$ cat src/rtl/bcd_pkg.sv
// Shared types and constants for the packed-BCD to binary converter.
package bcd_pkg;

  typedef enum logic [1:0] {
    IDLE  = 2'd0,
    SHIFT = 2'd1,
    DONE  = 2'd2
  } state_t;

  localparam int         BCD_DIGIT_W    = 4;
  localparam logic [3:0] BCD_ADJ_THRESH = 4'd8;
  localparam logic [3:0] BCD_ADJ_VAL    = 4'd3;

  // Smallest w with 2**w > 10**ndigits - 1.
  function automatic int bin_width(input int ndigits);
    longint m;
    int     w;
    m = 1;
    for (int i = 0; i < ndigits; i++)
      m = m * 10;
    w = 0;
    while ((longint'(1) << w) <= m - 1)
      w++;
    return w;
  endfunction

endpackage

$ cat src/rtl/bcd_digit_adj.sv
// One BCD digit correction step of the reverse double-dabble.
module bcd_digit_adj
  import bcd_pkg::*;
(
  input  logic [3:0] d,
  output logic [3:0] q
);

  assign q = (d >= BCD_ADJ_THRESH) ? d - BCD_ADJ_VAL : d;

endmodule

$ cat src/rtl/bcd_to_bin_seq.sv
// Iterative packed-BCD to binary converter, one bit per clock.
// Optional nibble check enabled by defining BCD2BIN_ERR_CHECK_EN.
module bcd_to_bin_seq
  import bcd_pkg::*;
#(
  parameter int NDIGITS = 8,
  parameter int BIN_W   = 27
) (
  input  logic                           clk,
  input  logic                           reset,
  input  logic                           in_valid,
  output logic                           in_ready,
  input  logic [BCD_DIGIT_W*NDIGITS-1:0] bcd_in,
  output logic                           out_valid,
  input  logic                           out_ready,
  output logic [BIN_W-1:0]               bin_out,
  output logic                           busy,
  output logic                           bcd_err
);

  localparam int DW = BCD_DIGIT_W * NDIGITS;
  localparam int CW = $clog2(BIN_W + 1);

  if (BIN_W < bin_width(NDIGITS)) begin : g_bw_chk
    $error("BIN_W too small for NDIGITS");
  end

  state_t          state_q, state_d;
  logic [DW-1:0]   dig_q, dig_sh, dig_adj;
  logic [BIN_W-1:0] bin_q, bin_sh;
  logic [CW-1:0]   cnt_q;
  logic            rdy_q;
  logic            ov_q;
  logic            accept;

  assign in_ready  = rdy_q && (state_q == IDLE);
  assign accept    = in_valid && in_ready;
  assign busy      = (state_q == SHIFT);
  assign out_valid = ov_q;
  assign bin_out   = bin_q;

  // Digit LSB falls into the top of the binary register.
  assign {dig_sh, bin_sh} = {1'b0, dig_q, bin_q[BIN_W-1:1]};

  for (genvar i = 0; i < NDIGITS; i++) begin : g_adj
    bcd_digit_adj u_adj (
      .d (dig_sh[BCD_DIGIT_W*i +: BCD_DIGIT_W]),
      .q (dig_adj[BCD_DIGIT_W*i +: BCD_DIGIT_W])
    );
  end

  always_ff @(posedge clk or posedge reset) begin
    if (reset) state_q <= IDLE;
    else       state_q <= state_d;
  end

  always_comb begin
    state_d = state_q;
    unique case (state_q)
      IDLE:    if (accept) state_d = SHIFT;
      SHIFT:   if (cnt_q == CW'(BIN_W - 1)) state_d = DONE;
      DONE:    if (ov_q && out_ready) state_d = IDLE;
      default: state_d = IDLE;
    endcase
  end

  always_ff @(posedge clk or posedge reset) begin
    if (reset) begin
      dig_q <= '0;
      bin_q <= '0;
      cnt_q <= '0;
    end else begin
      unique case (state_q)
        IDLE: if (accept) begin
          dig_q <= bcd_in;
          bin_q <= '0;
          cnt_q <= '0;
        end
        SHIFT: begin
          dig_q <= dig_adj;
          bin_q <= bin_sh;
          cnt_q <= cnt_q + 1'b1;
        end
        default: ;
      endcase
    end
  end

  always_ff @(posedge clk or posedge reset) begin
    if (reset) begin
      rdy_q <= 1'b0;
      ov_q  <= 1'b0;
    end else begin
      rdy_q <= 1'b1;
      if (ov_q && out_ready)
        ov_q <= 1'b0;
      else if (state_q == DONE)
        ov_q <= 1'b1;
    end
  end

`ifdef BCD2BIN_ERR_CHECK_EN
  logic err_q;
  logic bad;

  always_comb begin
    bad = 1'b0;
    for (int i = 0; i < NDIGITS; i++)
      if (bcd_in[BCD_DIGIT_W*i +: BCD_DIGIT_W] > 4'd9)
        bad = 1'b1;
  end

  always_ff @(posedge clk or posedge reset) begin
    if (reset)       err_q <= 1'b0;
    else if (accept) err_q <= bad;
  end

  assign bcd_err = err_q;
`else
  assign bcd_err = 1'b0;
`endif

endmodule

$ cat config.mk
export PLATFORM = sky130hd
export DESIGN_NAME = bcd_to_bin_seq
export DESIGN_NICKNAME = d
export VERILOG_FILES = /design/src/rtl/bcd_pkg.sv /design/src/rtl/bcd_digit_adj.sv /design/src/rtl/bcd_to_bin_seq.sv
export SDC_FILE = /design/constraint.sdc
export NUM_CORES = 1
export LEC_CHECK = 0
export ABC_CLOCK_PERIOD_IN_PS = 2800
export BUFFER_PORTS_ARGS = -buffer_cell sky130_fd_sc_hd__buf_2
export CAP_MARGIN = 20
export CORE_UTILIZATION = 30
export DETAILED_ROUTE_END_ITERATION = 10
export SLEW_MARGIN = 20
export SYNTH_ARGS = -nofsm -noshare
export SYNTH_HDL_FRONTEND = slang
export SYNTH_SLANG_ARGS = --single-unit
export TNS_END_PERCENT = 10
$ cat constraint.sdc
create_clock -name clk -period 2.8 [get_ports clk]
set_input_delay 0.84 -clock clk [delete_from_list [all_inputs] [get_ports clk]]
set_output_delay 0.84 -clock clk [all_outputs]
set_load 0.02 [all_outputs]
==> flow_summary.yaml <==
job:
  cap_violations: 0
global_routing:
  antenna_found_initial: 1
  grt_max_degree: 69
  grt.total_usage_pct: 15.9
  grt_overflow_total: 0
  grt_pass1_wl_mm: 14.2
  grt_pass1_vias: 2728
sta:
  hold_violations: 0
  setup_ws_ns: 0.557
  holdWs_ns: 0.494
  drv_slew: 0
  fin_setup_tns_ns: 0
  rsz0062_at_grt: "false"
  max_slew.worst_pin.slew_ns: 0.587
  min_period_ns: 2.24
  slew_headroom_pct: 60.9
  setup_viol: 0
  fin_skew_ns: 0.00680
  max_freq_ghz: 0.446
  fin_crit_sh_pct: 80.1
die:
  die_h_um: 108
  rows: 38
  io_pins: 67
  chipWidth_um: 108
  start_util_pct: 31.0
  die_area_um2: 11700
  core_area_um2: 10900
synthesis:
  syn_avg_cell_area_um2: 10.9
  async_flop_share_pct: 100
  synth_adder_area_share_pct: 5.90
  synth-seq-cells: 68
  muxShareOfSynthArea_pct: 4.43
  synth.area.top_cells: "dfrtp_1, a22o_1, ha_1, mux2i_1, o21ai_0"
  synthXorXnorAreaFrac_pct: 4.13
  synth-edff-count: 0
  yosysTopAreaCell: "dfrtp_1"
  synth_compound_area_share_pct: 22.5
  yosysMostFrequentCell: "dfrtp_1"
  synth.top_cells.by_count: "dfrtp_1, a22o_1, o21ai_0"
  netlist_area_um2: 3390
  syn_inst: 311
  synth_top_area_share_pct: 50.2
  yosysWarnings: 0
  yosysSeqAreaShare_pct: 50.2
  synth_top_family_by_area: "compound AO/OA/AOI/OAI gates"
  synthFlopType: "dfrtp_1"
  synthesis.nets: 363
  synthSimpleGateAreaFrac_pct: 7.68
  yosys.cell_types.count: 34
power:
  power_frac_seq_pct: 35.9
  p_leak_nw: 2.07
  vdd_ir_drop_max_mv: 0.557
  sw_frac_of_total_pct: 39.0
  netSwitchingPower_mw: 2.04
  comb_power_share_pct: 40.6
  pwr_density_cell_nw_per_um2: 1250
  clkPwrFrac_pct: 23.6
  p_int_mw: 3.19
clocking:
  clock-sinks: 68
  cts_tree: "yes"
  cts-root-buf: "clkbuf_16"
  cts_made_buffers: 9
  clockBufferDepth: 2
  cts_hold_buf: 0
  clk_pin_slew_ns: 0.06
  worstSkewPairLatency_ns: 0.33
  post-cts-setup-buffers: 0
  h-tree-depth: 3
  ctsResizeCount: 0
critical_path:
  path_class: "flip-flop to output pin"
  cp.required_ns: 1.96
  critical_path.max_stage_delay_ns: 0.65
  cpMaxStageDelayCell: "dfrtp_1"
  arrival_ns: 1.40
  crit_chain: "nand2b_1 -> inv_2 -> buf_2"
  crit_fanout: 14
  startpoint_type: "flip-flop"
  end_kind: "output pin"
cells_and_area:
  fillerInstances: 1107
  nNetsFinal: 425
  drive_above_1_share_pct: 25.1
  area_delta_synth_final_pct: 23.5
  design_area_um2: 4190
routing:
  drt_iter0_markers: 141
  drc_errors: 0
  vias: 2578
  viasPerCell: 4.97
  wl_mm: 8.27
  drt-wirelength-per-cell_um: 15.9
  antenna_left: 0
  first_pass_iters: 4
worst_hold_path:
  hold_path.class: "flip-flop to flip-flop"
place:
  hpwlAfterDp_mm: 5.29
  gp_congestion: 0.747
  place_area_um2: 3860
  port_buffers: 65
  place_ws_ns: 0.877
run_status:
  status: "finished, final reports clean"
worst max-delay path: cells and delay by family, from the launching register on:
kind | cells | cell delay, ns
buffers and inverters | 2 | 0.26
flip-flops | 1 | 0.65
AND/OR/NAND/NOR | 1 | 0.16
worst paths after layout:
kind	start	end	depth (start not counted)	slack, ns
setup reg to reg	state_q[0]$_DFFE_PP0P_	dig_q[0]$_DFFE_PP0P_	5	0.90
max in group asynchronous	reset	dig_q[12]$_DFFE_PP0P_	3	1.91
min in group asynchronous	reset	bin_out[15]$_DFFE_PP0P_	3	0.57
setup / recovery	state_q[0]$_DFFE_PP0P_	busy	3	0.56
hold / removal	out_valid$_DFFE_PP0P_	out_valid$_DFFE_PP0P_	1	0.49
hold reg to reg	out_valid$_DFFE_PP0P_	out_valid$_DFFE_PP0P_	1	0.49
flip-flops by register name, indices dropped and copies added (netlist names):
signal     cells
bin_out       27
cnt_q          5
dig_q         32
out_valid      1
rdy_q          1
state_q        2
kinds of logic after synthesis:
| family | count (synthesis) |
|---|---|
| adders and majority gates | 16 |
| buffers and inverters | 39 |
| and+or+nand+nor | 51 |
| DFF | 68 |
| other | 2 |
| AOI/OAI and AO/OA | 104 |
| muxes | 15 |
| xor gates and xnor gates | 16 |
metrics by stage:
stage	util, %	instances	total power [mW]
after CTS	38.3	518	5.27
after global routing	38.3	518	5.64
after global placement	35.3	502	3.93
after detailed placement	35.3	502	4.02
final	38.3	519	5.23
after floorplan	-	311	3.41
per-layer routing:
metal,up-vias,global-route usage [%],wire length [um]
met5,-,0,0
met4,0,3.76,72
met3,8,4.94,527
met2,77,25.2,3790
met1,1261,21.2,3880
li1,1232,-,-
area by class of cell:
cell class / instances / area (um^2) / share of cell area (%)
sequential: 68 / 1700 / 40.6
multi-input combinational: 204 / 1520 / 36.3
timing repair buffer: 73 / 398 / 9.50
clock buffer: 9 / 225 / 5.38
tap: 140 / 175 / 4.18
clock inverter: 7 / 100 / 2.39
inverter: 17 / 63.8 / 1.52
antenna: 1 / 2.50 / 0.0598
power groups by stage:
stage | sequential (mW) | clock (mW) | combinational, mW
2_1_floorplan | 1.95 | 0 | 1.46
3_3_place_gp | 1.87 | 0 | 2.07
3_5_place_dp | 1.87 | 0 | 2.14
4_1_cts | 1.87 | 1.26 | 2.14
5_1_grt | 1.95 | 1.30 | 2.40
6_report | 1.87 | 1.23 | 2.12
cells in the final DEF, fill, tap and decap left out, types with 2 or more instances in the layout:
cell	n
nand2_1	16
bufinv_16	2
nand2b_1	5
dfrtp_1	68
inv_2	2
nor3b_1	2
xor2_1	7
o211a_1	7
buf_2	65
xnor2_1	9
a22o_1	30
clkbuf_16	9
conb_1	2
inv_1	15
o21ai_1	3
o211ai_1	7
nand3_1	9
o31ai_1	8
buf_4	7
a2bb2oi_1	7
clkinv_4	3
mux2i_1	15
o221a_2	3
nor2b_1	7
ha_1	16
nor2_1	8
o21ai_0	27
a21oi_1	8
No activity file was read; power rests on OpenSTA's default activity.
